**config.mk**
```make
export PLATFORM = sky130hd
export DESIGN_NAME = day_multi_accumulator
export DESIGN_NICKNAME = d
export VERILOG_FILES = /design/src/rtl/day_pkg.sv /design/src/rtl/day_acc_lane.sv /design/src/rtl/day_multi_accumulator.sv
export SDC_FILE = /design/constraint.sdc
export NUM_CORES = 1
export LEC_CHECK = 0
export BUFFER_PORTS_ARGS = -buffer_cell sky130_fd_sc_hd__buf_2
export CAP_MARGIN = 20
export CORE_ASPECT_RATIO = 1.1
export CORE_MARGIN = 3
export CORE_UTILIZATION = 41
export DETAILED_ROUTE_END_ITERATION = 10
export GPL_ROUTABILITY_DRIVEN = 0
export PLACE_DENSITY_LB_ADDON = 0.2
export SLEW_MARGIN = 20
export SYNTH_ARGS = -nofsm -noshare
export SYNTH_HDL_FRONTEND = slang
export SYNTH_SLANG_ARGS = --single-unit
```
**constraint.sdc**
```tcl
create_clock -name clock -period 8.9 [get_ports clock]
set_input_delay 0.89 -clock clock [delete_from_list [all_inputs] [get_ports clock]]
set_output_delay 0.89 -clock clock [all_outputs]
set_load 0.1 [all_outputs]
```
**src/rtl/day_pkg.sv**
```systemverilog
// Shared types for the multi-channel accumulator: fold modes, control states
// and the per-mode identity helper.
package day_pkg;

    typedef enum logic [1:0] {
        MODE_SUM  = 2'b00,
        MODE_MAX  = 2'b01,
        MODE_MIN  = 2'b10,
        MODE_RSVD = 2'b11
    } mode_t;

    typedef enum logic [1:0] {
        ACCUM = 2'b00,
        DRAIN = 2'b01,
        DONE  = 2'b10
    } state_t;

    // Min folds start from all-ones; every other mode starts from zero.
    function automatic logic identity_is_ones(input mode_t m);
        return (m == MODE_MIN);
    endfunction

endpackage

```
**src/rtl/day_acc_lane.sv**
```systemverilog
// One accumulator channel: folds accepted values by mode and keeps a sticky
// overflow flag for saturating sums.
module day_acc_lane
    import day_pkg::*;
#(
    parameter int IN_W  = 32,
    parameter int ACC_W = 64
) (
    input  logic             clock,
    input  logic             clear,
    input  logic             init,
    input  logic             accept,
    input  mode_t            mode,
    input  logic [IN_W-1:0]  data,
    output logic [ACC_W-1:0] acc,
    output logic             overflow
);

    logic [ACC_W-1:0] data_ext;
    logic [ACC_W:0]   sum;

    always_comb begin
        data_ext = ACC_W'(data);
        sum      = {1'b0, acc} + {1'b0, data_ext};
    end

    always_ff @(posedge clock) begin
        if (clear) begin
            acc      <= '0;
            overflow <= 1'b0;
        end else if (init) begin
            acc      <= identity_is_ones(mode) ? '1 : '0;
            overflow <= 1'b0;
        end else if (accept) begin
            case (mode)
                MODE_MAX: if (data_ext > acc) acc <= data_ext;
                MODE_MIN: if (data_ext < acc) acc <= data_ext;
                default: begin
                    if (sum[ACC_W]) begin
                        acc      <= '1;
                        overflow <= 1'b1;
                    end else begin
                        acc <= sum[ACC_W-1:0];
                    end
                end
            endcase
        end
    end

endmodule

```
**src/rtl/day_multi_accumulator.sv**
```systemverilog
// Streaming multi-channel accumulator: folds items per channel, then drains
// one channel result per handshake and parks in DONE until reloaded.
module day_multi_accumulator
    import day_pkg::*;
#(
    parameter int NUM_CH = 2,
    parameter int IN_W   = 32,
    parameter int ACC_W  = 64,
    parameter int CNT_W  = 32,
    localparam int CH_W  = $clog2((NUM_CH > 1) ? NUM_CH : 2)
) (
    input  logic                   clock,
    input  logic                   clear,
    input  logic                   load,
    input  logic [1:0]             mode,
    input  logic                   item_valid,
    input  logic                   item_last,
    input  logic [NUM_CH*IN_W-1:0] item_data,
    output logic                   ready,
    output logic                   done_,
    output logic                   res_valid,
    input  logic                   res_ready,
    output logic [CH_W-1:0]        res_channel,
    output logic [ACC_W-1:0]       res_data,
    output logic                   res_overflow,
    output logic [CNT_W-1:0]       item_count
);

    state_t           state;
    mode_t            mode_q;
    mode_t            lane_mode;
    logic [CH_W-1:0]  idx;
    logic             accept;
    logic [ACC_W-1:0] acc_bus [NUM_CH];
    logic             ovf_bus [NUM_CH];

    // The lanes see the incoming mode during load so the identity matches it.
    always_comb begin
        lane_mode = load ? mode_t'(mode) : mode_q;
        accept    = item_valid & ready & ~load;
    end

    for (genvar c = 0; c < NUM_CH; c++) begin : g_lane
        day_acc_lane #(
            .IN_W  (IN_W),
            .ACC_W (ACC_W)
        ) u_lane (
            .clock    (clock),
            .clear    (clear),
            .init     (load),
            .accept   (accept),
            .mode     (lane_mode),
            .data     (item_data[c*IN_W +: IN_W]),
            .acc      (acc_bus[c]),
            .overflow (ovf_bus[c])
        );
    end

    always_ff @(posedge clock) begin
        if (clear) begin
            state      <= ACCUM;
            mode_q     <= MODE_SUM;
            idx        <= '0;
            item_count <= '0;
        end else if (load) begin
            state      <= ACCUM;
            mode_q     <= mode_t'(mode);
            idx        <= '0;
            item_count <= '0;
        end else begin
            case (state)
                ACCUM: begin
                    if (accept) begin
                        if (item_count != '1) item_count <= item_count + CNT_W'(1);
                        if (item_last) state <= DRAIN;
                    end
                end
                DRAIN: begin
                    if (res_ready) begin
                        if (idx == CH_W'(NUM_CH - 1)) state <= DONE;
                        else                          idx   <= idx + CH_W'(1);
                    end
                end
                default: state <= DONE;
            endcase
        end
    end

    always_comb begin
        ready        = (state == ACCUM);
        done_        = (state == DONE);
        res_valid    = (state == DRAIN);
        res_channel  = idx;
        res_data     = res_valid ? acc_bus[idx] : '0;
        res_overflow = res_valid ? ovf_bus[idx] : 1'b0;
    end

endmodule

```
==> results of run 1 <==
==> metal layers <==
metal	wire length, µm	part of all wire	track usage	vias up
met3	4490	0.081	0.0576	124
met2	24900	0.45	0.427	698
met1	23600	0.43	0.348	7723
li1	-	-	-	7705
met5	13	0.00024	0	-
met4	2090	0.038	0.107	2
==> synth_stat cells, types with 33 or more instances <==
cell type,number
buf_2,33
nor2_1,328
nand2_1,88
nand4_1,47
a21oi_1,143
xnor2_1,59
dfxtp_1,167
nor4_1,37
a221oi_1,34
nand3_1,51
nor3_1,54
o21ai_0,101
ha_1,131
inv_1,142
mux2i_1,68
clkbuf_1,79
==> final cells by class <==
cell class	count	share of cell area
clock buffer	22	0.0284
multi-input combinational	1622	0.643
inverter	142	0.0312
clock inverter	10	0.00785
sequential	167	0.196
tap	487	0.0357
timing repair buffer	187	0.0579
antenna	1	0.000147
==> cells in the final DEF (no fill, tap or decap), drive strengths merged, types with 23 or more instances in the layout <==
| cell | instances |
|---|---|
| xor2 | 31 |
| a221oi | 53 |
| mux2i | 68 |
| o21ai | 108 |
| nand2 | 89 |
| nor2b | 29 |
| and3 | 23 |
| nand4 | 47 |
| nor3 | 54 |
| inv | 146 |
| ha | 131 |
| a31oi | 25 |
| xnor2 | 59 |
| o31ai | 23 |
| a21oi | 144 |
| nor4 | 40 |
| a211oi | 33 |
| a311o | 25 |
| nor2 | 330 |
| dfxtp | 167 |
| nand3 | 52 |
| buf | 187 |
==> power by group through the flow <==
stage	logic (µW)	registers (µW)	clock network (µW)
after floorplan	757	862	0
after global placement	980	902	0
after detailed placement	987	903	0
after CTS	994	886	826
after global routing	1110	897	858
final	1010	891	816
==> registers in the layout, summed over array words and instances (netlist names) <==
name                    cells
mode_q                      2
g_lane.u_lane.overflow      2
item_count                 32
res_channel                 1
state                       2
g_lane.u_lane.acc         128
==> path summary, 6_finish.rpt <==
kind / startpoint / cells after the start / slack, ns / to
hold reg to reg: g_lane[0].u_lane.overflow / 1 / 0.48 / g_lane[0].u_lane.overflow
hold / removal: g_lane[0].u_lane.overflow / 1 / 0.48 / g_lane[0].u_lane.overflow
setup reg to reg: g_lane[0].u_lane.acc[26] / 11 / 4.20 / g_lane[0].u_lane.acc[20]
setup / recovery: item_data[52] / 10 / 4.16 / g_lane[1].u_lane.acc[21]
==> worst max-delay path, stage by stage <==
cell and delay [ns]:
buf_2 0.13, ha_1 0.41, nor4_1 0.68, nand4_1 0.25
or3_1 0.37, o22ai_2 0.53, nand3_2 0.62, nand2_1 0.68
o21ai_0 0.20, a221oi_1 0.31
==> through the flow <==
stage	instances	hold slack, ns	utilization	setup slack, ns
3_5_place_dp	2604	0.457	0.448	3.81
4_1_cts	2636	0.475	0.465	4.26
2_1_floorplan	2065	0.440	-	4.59
5_1_grt	2637	0.506	0.466	3.94
3_3_place_gp	2604	0.450	0.448	3.94
6_report	2638	0.476	0.466	4.16
==> cells by family after synthesis <==
logic type / share of synthesized area
mux: 0.0442
simple gates: 0.227
flops: 0.217
xor+xnor: 0.0512
compound gates: 0.278
fa+ha+maj: 0.109
buf+inv: 0.0726
==> impl_metrics.sql, run 1 <==
INSERT INTO impl_metrics (metric_group, metric, value, unit) VALUES
('status', 'status', 'finished, final reports clean', ''),
('clock_tree', 'cts_max_level', '4', ''),
('timing', 'report.final.hold_viol_count', '0', ''),
('logic_synthesis', 'synth_enable_flop_cells', '0', ''),
('worst_setup_path', 'critPathLaunchType', 'primary input', ''),
('timing', 'finalSetupViolCount', '0', ''),
('logic_synthesis', 'synth_flop_cell', 'dfxtp_1', ''),
('layout', 'post_route_cells_drive_above_1_share', '0.129', ''),
('timing', 'tightestPinTransition', '1.10', 'ns'),
('die', 'core', '36600', 'µm²'),
('worst_setup_path', 'arrival', '5.09', 'ns'),
('detailed_routing', 'vias_after_detailed_routing', '16300', ''),
('layout', 'sequential_standard_cell_area', '3350', 'µm²'),
('worst_hold_path', 'worstHoldPathType', 'reg2reg', ''),
('global_route', 'number_of_global_route_vias_before_repair', '15200', ''),
('layout', 'design_area', '17100', 'µm²'),
('timing', 'timing.final.crit_share', '0.532', ''),
('timing', 'maximum_clock_frequency', '211', 'MHz'),
('die', 'die-width', '191', 'µm'),
('clock_tree', 'post-cts-setup-buffer-count', '0', ''),
('worst_setup_path', 'timing.setup.critical_path_class', 'in2reg', ''),
('global_route', 'global_routing_usage_summed_across_all_routing_layers', '0.266', ''),
('logic_synthesis', 'synth_fp_nets', '2270', ''),
('logic_synthesis', 'netlist_area', '15400', 'µm²'),
('logic_synthesis', 'post-synth-top-area-fraction', '0.217', ''),
('detailed_routing', 'antenna_violating_nets_post_route', '0', ''),
('detailed_routing', 'finalWirelength', '55.2', 'mm'),
('pwr', 'leakage', '0.00657', 'µW'),
('logic_synthesis', 'synth.area.top_cells', 'dfxtp_1 22%, ha_1 11%, nor2_1 8.0%', ''),
('detailed_routing', 'routed_via_density', '6.16', ''),
('logic_synthesis', 'cell_type_with_the_highest_aggregate_area_in_the_netlist', 'dfxtp_1', ''),
('logic_synthesis', 'synthesis.instances', '2065', ''),
('placement', 'placedInstanceArea', '16400', 'µm²'),
('pwr', 'power.switching_fraction', '0.405', ''),
('worst_setup_path', 'worstPathMaxFanout', '21', ''),
('global_route', 'grt_antenna_before_repair', '2', ''),
('pwr', 'power_density', '159', 'nW/µm²'),
('logic_synthesis', 'syn-mean-instance-area', '7.45', 'µm²'),
('die', 'height_of_the_die', '209', 'µm'),
('clock_tree', 'tritoncts_num_sinks', '167', ''),
('clock_tree', 'clk-insertion-delay-late', '0.46', 'ns'),
('clock_tree', 'clock_path_buffers', '2', ''),
('detailed_routing', 'dr.pass1.iters', '8', ''),
('timing', 'timing.max_slew.rel_slack', '0.261', ''),
('clock_tree', 'cts-root-buf', 'clkbuf_16', ''),
('layout', 'layout.nets', '2342', ''),
('placement', 'hpwlAfterDp', '40.4', 'mm'),
('global_route', 'grt_max_degree', '84', ''),
('layout', 'fillCellCount', '3725', ''),
('clock_tree', 'clock_pin_slew_reported_for_the_worst_setup_and_hold_paths_after_clock_tree_synthesis', '0.08', 'ns'),
('layout', 'combined_area_of_the_multi_input_logic_cells', '11000', 'µm²'),
('timing', 'setup_repair_after_global_routing_missed_its_margin', 'no', ''),
('die', 'die-area', '39900', 'µm²'),
('logic_synthesis', 'ys.warnings.count', '0', ''),
('timing', 'slew_viols_final', '0', ''),
('clock_tree', 'cts_made_buffers', '17', ''),
('clock_tree', 'clock_tree_from_tritoncts', 'done', ''),
('global_route', 'global_route_wire_length_before_repair', '84.7', 'mm'),
('detailed_routing', 'violation_count_after_the_first_detailed_routing_iteration', '1609', ''),
('flow_run', 'max-cap-violations', '0', ''),
('worst_setup_path', 'end_kind', 'flop', ''),
('timing', 'clock_skew', '0.0124', 'ns'),
('layout', 'layout-area-overhead-vs-synth', '10.9', '%'),
('logic_synthesis', 'synth_async_sr_flop_share', '0', ''),
('global_route', 'gr-total-overflow', '0', ''),
('pwr', 'fin_total_pwr', '2720', 'µW'),
('die', 'io_pins', '173', ''),
('pwr', 'power.clock.fraction', '0.300', ''),
('detailed_routing', 'route.detailed.drc', '0', ''),
('die', 'initial_core_util', '0.420', ''),
('pwr', 'power.switching', '1100', 'µW');
Power figures use the tool's default switching activity.
==> run 2: changes to the inputs <==
- clock period: 8.9 -> 4.2 ns (I/O delays scaled with it)
==> run 2 against run 1 <==
Global-route usage up 0.057 points. Register-to-register slack lost 4.0 ns. Critical path depth increased by 2. Final area is 1.1% higher. Setup slack worse by 3.9 ns. Routed wire length fell by 0.90%. Total power is 110% higher. Highest routed layer is now met4.
==> impl_metrics.sql, run 2 (same netlist as run 1, synthesis figures left out) <==
INSERT INTO impl_metrics (metric_group, metric, value, unit) VALUES
('worst_setup_path', 'critPathCapture', 'g_lane[1].u_lane.acc[19]', ''),
('die', 'die-area', '39900', 'µm²'),
('placement', 'hpwlAfterDp', '41.0', 'mm'),
('layout', 'layout.nets', '2369', ''),
('timing', 'setup_tns_final', '0', 'ns'),
('worst_setup_path', 'crit-reg2reg-capture', 'g_lane[1].u_lane.acc[19]', ''),
('timing', 'tightestPinTransition', '0.926', 'ns'),
('pwr', 'leakage', '0.00669', 'µW'),
('placement', 'placed_cells_incl_taps', '2632', ''),
('clock_tree', 'cts_made_buffers', '17', ''),
('layout', 'layout_top_registers', 'g_lane.u_lane.acc (128), item_count (32)', ''),
('detailed_routing', 'finalWirelength', '54.7', 'mm'),
('clock_tree', 'clock_path_buffers', '2', ''),
('worst_setup_path', 'worstRegToRegCells', '12', ''),
('worst_setup_path', 'end_kind', 'flop', ''),
('detailed_routing', 'routed_via_density', '6.12', ''),
('worst_setup_path', 'worstPathMaxFanout', '25', ''),
('clock_tree', 'clock_pin_slew_reported_for_the_worst_setup_and_hold_paths_after_clock_tree_synthesis', '0.07', 'ns'),
('worst_hold_path', 'worstHoldPathType', 'in2reg', ''),
('layout', 'largest_reg_flops', '128', ''),
('layout', 'most-common-layout-cells', '327 x nor2_1, 171 x buf_2, 166 x dfxtp_1, 143 x a21oi_1, 142 x inv_1', ''),
('timing', 'finalSetupViolCount', '0', ''),
('flow_run', 'max-cap-violations', '0', ''),
('worst_hold_path', 'min-delay-start', 'res_ready', ''),
('detailed_routing', 'antenna_violating_nets_post_route', '0', ''),
('clock_tree', 'cts_hold_buf', '0', ''),
('clock_tree', 'clock_tree_from_tritoncts', 'done', ''),
('worst_setup_path', 'reg2reg_from', 'g_lane[1].u_lane.acc[15]', ''),
('die', 'io_pins', '173', ''),
('layout', 'post_route_cells_drive_above_1_share', '0.141', ''),
('die', 'height_of_the_die', '209', 'µm'),
('global_route', 'grt_max_degree', '62', ''),
('layout', 'design_area', '17300', 'µm²'),
('detailed_routing', 'route.detailed.drc', '0', ''),
('timing', 'fin_crit', '3.97', 'ns'),
('placement', 'port-buffer-count', '172', ''),
('worst_hold_path', 'worstHoldPathCells', '3', ''),
('detailed_routing', 'violation_count_after_the_first_detailed_routing_iteration', '1672', ''),
('clock_tree', 'cts-root-buf', 'clkbuf_16', ''),
('global_route', 'number_of_global_route_vias_before_repair', '15400', ''),
('layout', 'regMostFlops', 'g_lane.u_lane.acc', ''),
('timing', 'clock_skew', '0.0144', 'ns'),
('layout', 'layout-area-overhead-vs-synth', '12.2', '%'),
('worst_setup_path', 'worstPathRequired', '4.49', 'ns'),
('timing', 'setup_repair_after_global_routing_missed_its_margin', 'no', ''),
('global_route', 'global_routing_usage_summed_across_all_routing_layers', '0.267', ''),
('worst_setup_path', 'arrival', '4.25', 'ns'),
('worst_setup_path', 'critPathLaunchType', 'flop', ''),
('placement', 'placedInstanceArea', '16600', 'µm²'),
('pwr', 'vdd_drop_max', '302', 'µV'),
('timing', 'maximum_clock_frequency', '252', 'MHz'),
('status', 'status', 'finished, final reports clean', ''),
('pwr', 'power_density', '332', 'nW/µm²'),
('clock_tree', 'cts_max_level', '4', ''),
('timing', 'report.final.hold_viol_count', '0', ''),
('layout', 'final_cells', '2666', ''),
('die', 'initial_core_util', '0.420', ''),
('timing', 'timing.final.crit_share', '0.944', ''),
('die', 'core', '36600', 'µm²'),
('detailed_routing', 'dr.pass1.iters', '6', ''),
('die', 'row_count', '73', ''),
('worst_setup_path', 'reg2reg_slack', '0.23', 'ns'),
('global_route', 'gr-total-overflow', '0', ''),
('worst_setup_path', 'timing.setup.critical_path_class', 'reg2reg', ''),
('timing', 'slew_viols_final', '0', ''),
('clock_tree', 'clk-insertion-delay-late', '0.46', 'ns'),
('global_route', 'global_route_wire_length_before_repair', '86.1', 'mm'),
('global_route', 'grt_antenna_before_repair', '2', ''),
('timing', 'timing.max_slew.rel_slack', '0.383', ''),
('worst_setup_path', 'worst_setup_path_startpoint', 'g_lane[1].u_lane.acc[15]', ''),
('detailed_routing', 'vias_after_detailed_routing', '16300', ''),
('timing', 'hold_ws', '0.235', 'ns'),
('die', 'die-width', '191', 'µm'),
('layout', 'final_common_cell', 'nor2_1', ''),
('layout', 'final_util', '0.471', ''),
('detailed_routing', 'drt-wirelength-per-cell', '20.5', 'µm'),
('clock_tree', 'tritoncts_num_sinks', '167', '');
==> run 2: changes by cell type in the layout (fill, tap and decap cells not counted), sizes merged <==
cell	change
buf	+27
bufinv	-1
diode	+1
clkbuf	-3
clkinv	+4
==> run 2: area by class of cell <==
class                   instances  area (µm²)
fillers                      3676       19400
repair buffers                214        1200
multi-input cells            1622       11000
well taps                     487         609
flip-flops and latches        167        3350
diodes                          2        5.00
clock buffers                  19         453
clock inverters                13         138
inverters                     142         533
==> run 2: worst max-delay path: stages, from the launching register on <==
cell	delay (ns)
dfxtp_1	0.45
inv_1	0.11
ha_1	0.48
nand4_1	0.25
nor4_2	0.37
buf_4	0.17
a21boi_0	0.17
o311ai_0	0.22
and3b_1	0.28
or3_2	0.69
nor2_2	0.25
buf_12	0.23
a221oi_1	0.11
==> run 2: worst min path at each step <==
stage / end / slack (ns)
6_report: res_channel / 0.24
5_1_grt: res_channel / 0.26
2_1_floorplan: g_lane[0].u_lane.overflow / 0.44
3_3_place_gp: g_lane[1].u_lane.overflow / 0.45
3_5_place_dp: g_lane[0].u_lane.overflow / 0.46
4_1_cts: res_channel / 0.21
==> run 2: repair_timing <==
item | in CTS | in global routing
buffers inserted | 0 | 0
resized for setup | 0 | 2
endpoints found under the setup margin | 0 | 27
==> run 2: per-stage QoR <==
step | power (µW) | worst slack, ns
after floorplan | 3430 | 0.358
after global placement | 4020 | 0.195
after detailed placement | 4040 | 0.148
after CTS | 5700 | 0.231
after global routing | 6040 | 0.00435
final | 5730 | 0.234
==> run 2: metal layers <==
layer | wire length (µm) | track usage
met4 | 1620 | 0.0886
met5 | 0 | 0
met3 | 4040 | 0.0401
met2 | 25000 | 0.431
met1 | 24000 | 0.365
==> run 2: power by group <==
part	leakage (µW)	switching (µW)	internal, µW
Sequential	0.00137	185	1700
Combinational	0.00504	1380	803
Clock	0.000288	798	866
Total	0.00669	2360	3370
